===== config.mk =====
export PLATFORM = sky130hd
export DESIGN_NAME = ssid_sequencer
export DESIGN_NICKNAME = d
export VERILOG_FILES = /design/src/rtl/ssid_sequencer.sv
export SDC_FILE = /design/constraint.sdc
export NUM_CORES = 1
export LEC_CHECK = 0
export ABC_AREA = 1
export CAP_MARGIN = 25
export CORE_MARGIN = 2
export CORE_UTILIZATION = 30
export CTS_CLUSTER_SIZE = 28
export DETAILED_ROUTE_END_ITERATION = 8
export GPL_ROUTABILITY_DRIVEN = 0
export PLACE_DENSITY = 0.51
export SYNTH_ARGS = -nofsm -noshare
export SYNTH_HDL_FRONTEND = slang
export SYNTH_SLANG_ARGS = --single-unit

===== constraint.sdc =====
create_clock -name clock -period 3.78 [get_ports clock]
set_input_delay 0.567 -clock clock [delete_from_list [all_inputs] [get_ports clock]]
set_output_delay 0.567 -clock clock [all_outputs]
set_load 0.1 [all_outputs]

===== src/rtl/ssid_sequencer.sv =====
// ssid_sequencer
// Generates one SSID / hit-memory address per accepted valid/ready transfer.
// Modes: 0 = linear count 0..countLimit, 1 = single pass over the loaded
// SSID table, 2 = continuous table loop, 3 = behaves as mode 0.
//
// Ports
//   clock, reset     : system clock (posedge) and synchronous active-high reset
//   start, stop      : begin a sequence (IDLE only) / abort it (RUN only)
//   mode             : sequence mode, latched at start
//   countLimit       : last SSID emitted in count mode (inclusive)
//   tableLen         : number of valid table entries, clamped to TABLEDEPTH
//   tableWrEn/Addr/Data : table write port, honoured only in IDLE
//   storageReady     : downstream accepts the presented address
//   SSID, hitInfo    : presented address, hitInfo is SSID zero-extended
//   newAddress       : SSID/hitInfo valid
//   busy, done       : sequence running / one-cycle end-of-sequence pulse
//   seqCount         : saturating count of transfers since the last start
module ssid_sequencer #(
    parameter int SSIDBITS      = 8,
    parameter int HITINFOBITS   = 16,
    parameter int TABLEDEPTH    = 32,
    parameter int TABLEADDRBITS = 5,
    parameter int COUNTBITS     = 16
) (
    input  logic                     clock,
    input  logic                     reset,
    input  logic                     start,
    input  logic                     stop,
    input  logic [1:0]               mode,
    input  logic [SSIDBITS-1:0]      countLimit,
    input  logic [TABLEADDRBITS:0]   tableLen,
    input  logic                     tableWrEn,
    input  logic [TABLEADDRBITS-1:0] tableWrAddr,
    input  logic [SSIDBITS-1:0]      tableWrData,
    input  logic                     storageReady,
    output logic [SSIDBITS-1:0]      SSID,
    output logic [HITINFOBITS-1:0]   hitInfo,
    output logic                     newAddress,
    output logic                     busy,
    output logic                     done,
    output logic [COUNTBITS-1:0]     seqCount
);

    typedef enum logic [1:0] {
        S_IDLE = 2'd0,
        S_RUN  = 2'd1,
        S_DONE = 2'd2
    } state_t;

    localparam logic [TABLEADDRBITS:0] DEPTH_W = (TABLEADDRBITS+1)'(TABLEDEPTH);

    state_t                   r_state;
    logic [SSIDBITS-1:0]      r_table [TABLEDEPTH];
    logic [1:0]               r_mode;
    logic [SSIDBITS-1:0]      r_limit;
    logic [TABLEADDRBITS:0]   r_len;
    logic [TABLEADDRBITS-1:0] r_index;
    logic [SSIDBITS-1:0]      r_ssid;
    logic                     r_new;
    logic                     r_busy;
    logic                     r_done;
    logic [COUNTBITS-1:0]     r_count;

    logic                     w_wr_en;
    logic [SSIDBITS-1:0]      w_first;
    logic [1:0]               w_mode_in;
    logic [TABLEADDRBITS:0]   w_len_in;
    logic                     w_xfer;
    logic [TABLEADDRBITS-1:0] w_idx_next;
    logic                     w_last;
    logic [SSIDBITS-1:0]      w_next_ssid;

    assign w_wr_en   = tableWrEn && (r_state == S_IDLE);
    // A write to entry 0 in the same cycle as start must be visible as the
    // first element, so bypass the array for that case.
    assign w_first   = (w_wr_en && (tableWrAddr == '0)) ? tableWrData : r_table[0];
    assign w_mode_in = (mode == 2'd3) ? 2'd0 : mode;
    assign w_len_in  = (tableLen > DEPTH_W) ? DEPTH_W : tableLen;
    assign w_xfer    = r_new && storageReady;
    assign w_idx_next = r_index + 1'b1;
    // r_len is never 0 while in RUN for table modes, so the subtraction is safe.
    assign w_last    = (r_mode == 2'd0) ? (r_ssid == r_limit)
                                        : ({1'b0, r_index} == (r_len - 1'b1));
    assign w_next_ssid = (r_mode == 2'd0) ? (r_ssid + 1'b1) : r_table[w_idx_next];

    // Table storage carries no reset so it survives a sequencer reset.
    always_ff @(posedge clock) begin
        if (w_wr_en) begin
            r_table[tableWrAddr] <= tableWrData;
        end
    end

    always_ff @(posedge clock) begin
        if (reset) begin
            r_state <= S_IDLE;
            r_mode  <= 2'd0;
            r_limit <= '0;
            r_len   <= '0;
            r_index <= '0;
            r_ssid  <= '0;
            r_new   <= 1'b0;
            r_busy  <= 1'b0;
            r_done  <= 1'b0;
            r_count <= '0;
        end else begin
            r_done <= 1'b0;
            case (r_state)
                S_IDLE: begin
                    if (start) begin
                        r_mode  <= w_mode_in;
                        r_limit <= countLimit;
                        r_len   <= w_len_in;
                        r_count <= '0;
                        r_index <= '0;
                        if ((w_mode_in != 2'd0) && (w_len_in == '0)) begin
                            // Empty table: finish without presenting anything.
                            r_state <= S_DONE;
                        end else begin
                            r_state <= S_RUN;
                            r_busy  <= 1'b1;
                            r_new   <= 1'b1;
                            r_ssid  <= (w_mode_in == 2'd0) ? '0 : w_first;
                        end
                    end
                end
                S_RUN: begin
                    if (w_xfer && (r_count != '1)) begin
                        r_count <= r_count + 1'b1;
                    end
                    if (stop) begin
                        r_new   <= 1'b0;
                        r_busy  <= 1'b0;
                        r_state <= S_DONE;
                    end else if (w_xfer) begin
                        if (w_last) begin
                            if (r_mode == 2'd2) begin
                                r_index <= '0;
                                r_ssid  <= r_table[0];
                            end else begin
                                r_new   <= 1'b0;
                                r_busy  <= 1'b0;
                                r_state <= S_DONE;
                            end
                        end else begin
                            r_index <= w_idx_next;
                            r_ssid  <= w_next_ssid;
                        end
                    end
                end
                S_DONE: begin
                    r_done  <= 1'b1;
                    r_state <= S_IDLE;
                end
                default: begin
                    r_state <= S_IDLE;
                end
            endcase
        end
    end

    assign SSID       = r_ssid;
    assign hitInfo    = HITINFOBITS'(r_ssid);
    assign newAddress = r_new;
    assign busy       = r_busy;
    assign done       = r_done;
    assign seqCount   = r_count;

endmodule


==> summary.txt <==
Run status
  – Status: finished clean

Placed design
  – DP Worst Slack: just over 0.7 ns
  – Port Buffer Count: 69
  – Post-DP HPWL: 23700 um

Clock network
  – CTS tree: yes
  – Cts hold-fix bufs: 0
  – CTS Buf Count: 34
  – Worst-Skew Late Latency: 0.54 ns
  – CTS sink cnt: approximately 310
  – CTS H-tree depth: 2
  – Worst-path clk slew: 0.06 ns
  – Post-cts sizing count: 0
  – Clock Tree Buf Depth: 3
  – Root buf cell: clkbuf_16
  – Post-CTS Setup Bufs: 0

Layout
  – Fillers: roughly 4.6k
  – Area growth, synth to finish: 16.3%
  – Share of post-route cells with drive strength above 1: 0.0703
  – Multi-input combinational cell area: about 4200 um2
  – Final #Nets: around 1.5k
  – Utilization after layout: 0.353
  – Storage cell area: ~8700 um2
  – Diode count: 0

Hold path
  – Hold Path Depth: 2
  – Worst Hold Class: register to register
  – Worst hold start: r_limit[0]

Power and ir drop
  – Comb pwr share: 0.188
  – Static Leakage: roughly 5.7 nW
  – Switch Pwr: between 2 and 3 mW
  – Pint: around 6 mW
  – Sequential power share: 0.444
  – PwrDens: 527 nW/um2
  – Switching part of the total: 0.302
  – Worst vdd ir: 0.278 mV
  – Clk network pwr share: 0.368

Drt
  – Vias: between 9k and 10k
  – Post-route ant nets: 0
  – Vias per cell: ~4.8
  – Per-cell routed wire length: ~18 um
  – Drt first pass iters: 7
  – Total Wirelength: ~37000 um
  – DRC Markers: 0
  – Initial drt markers: approximately 830

Logic synthesis
  – Synth cell types: 42
  – Synthesized area: approximately 14000 um2
  – Most used DFF post-synth: edfxtp_1
  – Yosys reg bits: a little over 300
  – Number of synthesized flops with an enable pin: around 260
  – Synth Instances: 1381
  – Mean Syn Cell Area: roughly 10 um2
  – Register area share after synthesis: 0.631
  – Synth warn: 0
  – Ys async rst share: 0

STA
  – Final worst slack: 0.731 ns
  – Final Max Tran Viols: 0
  – Slew headroom: 0.305
  – Final worst path period share: 0.807
  – Max Clk Rate: around 330 MHz
  – Worst-Margin Slew: between 1 and 1.5 ns
  – Worst Skew: ~0.028 ns
  – Setup TNS: 0 ns
  – Minimum clock period: 3.05 ns
  – Unrepaired setup endpoints after global routing: false
  – Final Hold Fails: 0
  – Final setup vio count: 0

Floorplanning
  – Number of I/O pins: between 70 and 80
  – Die X: between 200 and 250 um
  – Initial Util: 0.303
  – Die area: roughly 48000 um2
  – Vert. Die Dim: ~220 um
  – Core box area: between 40000 and 50000 um2
  – Num rows: 78

Worst setup path
  – Critical path class: register to register
  – Crit path launch: r_index[0]
  – CP Max Fanout: 85
  – Critical Path End Type: register
  – Worst Path Required: 4.19 ns
  – Worst Setup Start Kind: register
  – FF-to-FF Start: r_index[0]
  – Reg2Reg Depth: 11
  – Critical Path AT: roughly 3.5 ns

GRT
  – Number of global-route vias before repair: between 9k and 10k
  – Initial antenna violation count: 0
  – GRT Resource Usage Total: 0.157
  – Total global routing overflow: 0
  – First-pass GRT wire length: 57400 um
  – Pin count of the biggest net entering global routing: 86

Job
  – Max-cap viol count: 0
## worst max-delay path, cell delays in order (launching register included)
cell and delay, ns:
dfxtp_4 0.35, buf_4 0.56, inv_2 0.41, buf_12 0.33
o21ai_0 0.27, o211ai_1 0.15, nand3_1 0.20, nand3_1 0.15
nand3_1 0.19, a21oi_1 0.08, nor2_1 0.09, nor2_1 0.04
## cell families after synthesis
logic type | after synthesis | share of synthesized area
compound gates | 210 | 0.0824
xor+xnor | 12 | 0.00983
fa+ha+maj | 6 | 0.00546
buf+inv | 187 | 0.0639
flops | 305 | 0.631
other cells | 1 | 0.000273
simple gates | 660 | 0.207
## synth_stat cells (all sizes together), types with 2 or more instances
cell type	count	area [um2]
a211oi	3	22.5
nor3	7	46.3
xnor2	4	42.6
xor2	8	92.6
nand4	15	106
nor4	3	18.8
inv	108	405
a31oi	2	12.5
ha	6	75.1
nand2	195	754
a21oi	46	241
nor2	276	1070
o211ai	19	143
edfxtp	256	7690
nand3	164	856
o21ai	136	684
dfxtp	49	981
buf	53	375
clkbuf	25	93.8
## power by group through the flow
stage	sequential [mW]	combinational, mW	clock (mW)
finish	3.74	1.58	3.10
global route	3.75	1.74	3.31
CTS	3.74	1.58	3.16
detailed placement	3.82	1.58	0
global placement	3.81	1.58	0
floorplan	3.90	1.05	0
## flip-flops by register name, summed over array words and instances (netlist names)
signal / flops
r_len: 6
done: 1
r_index: 5
r_limit: 8
SSID: 8
busy: 1
r_state: 2
r_table: 256
r_mode: 2
seqCount: 16
## layout make-up
type,instances,area share
sequential,305,0.543
multi-input combinational,896,0.265
timing repair buffer,95,0.0562
clock buffer,46,0.0561
tap,600,0.0470
inverter,109,0.0256
clock inverter,15,0.00752
## layout by cell type, fill, tap and decap left out, drive strengths merged, types with 6 or more instances in the layout
cell type and n:
a21oi 46, buf 26, clkbuf 46, clkdlybuf4s50 69, clkinv 13, conb 8, dfxtp 49, edfxtp 256
ha 6, inv 109, nand2 195, nand3 164, nand4 15, nor2 276, nor3 7, o211ai 19
o21ai 136, xor2 8
## worst paths after layout
check,end,slack [ns]
max reg2reg,SSID[2],0.73
min reg2reg,r_limit[0],0.46
min,r_limit[0],0.46
max,SSID[2],0.73
## per-layer routing
metal  track usage  routed length, um  up-vias  share of wire
li1              -                  -     4821              -
met4        0.0449                728        0          0.019
met3        0.0247               2030       54          0.054
met2         0.242              16600      288           0.44
met1         0.226              18000     4767           0.48
met5             0                  0        -              0
## metrics by stage
stage          hold slack [ns]  total power, mW  area [um2]  cells
2_1_floorplan            0.438             4.95       13800   1388
3_3_place_gp             0.452             5.39       15000   2005
3_5_place_dp             0.455             5.39       15000   2005
4_1_cts                  0.464             8.49       16000   2066
5_1_grt                  0.499             8.80       16000   2066
6_report                 0.460             8.42       16000   2066
(Power assumes the default switching activity.)
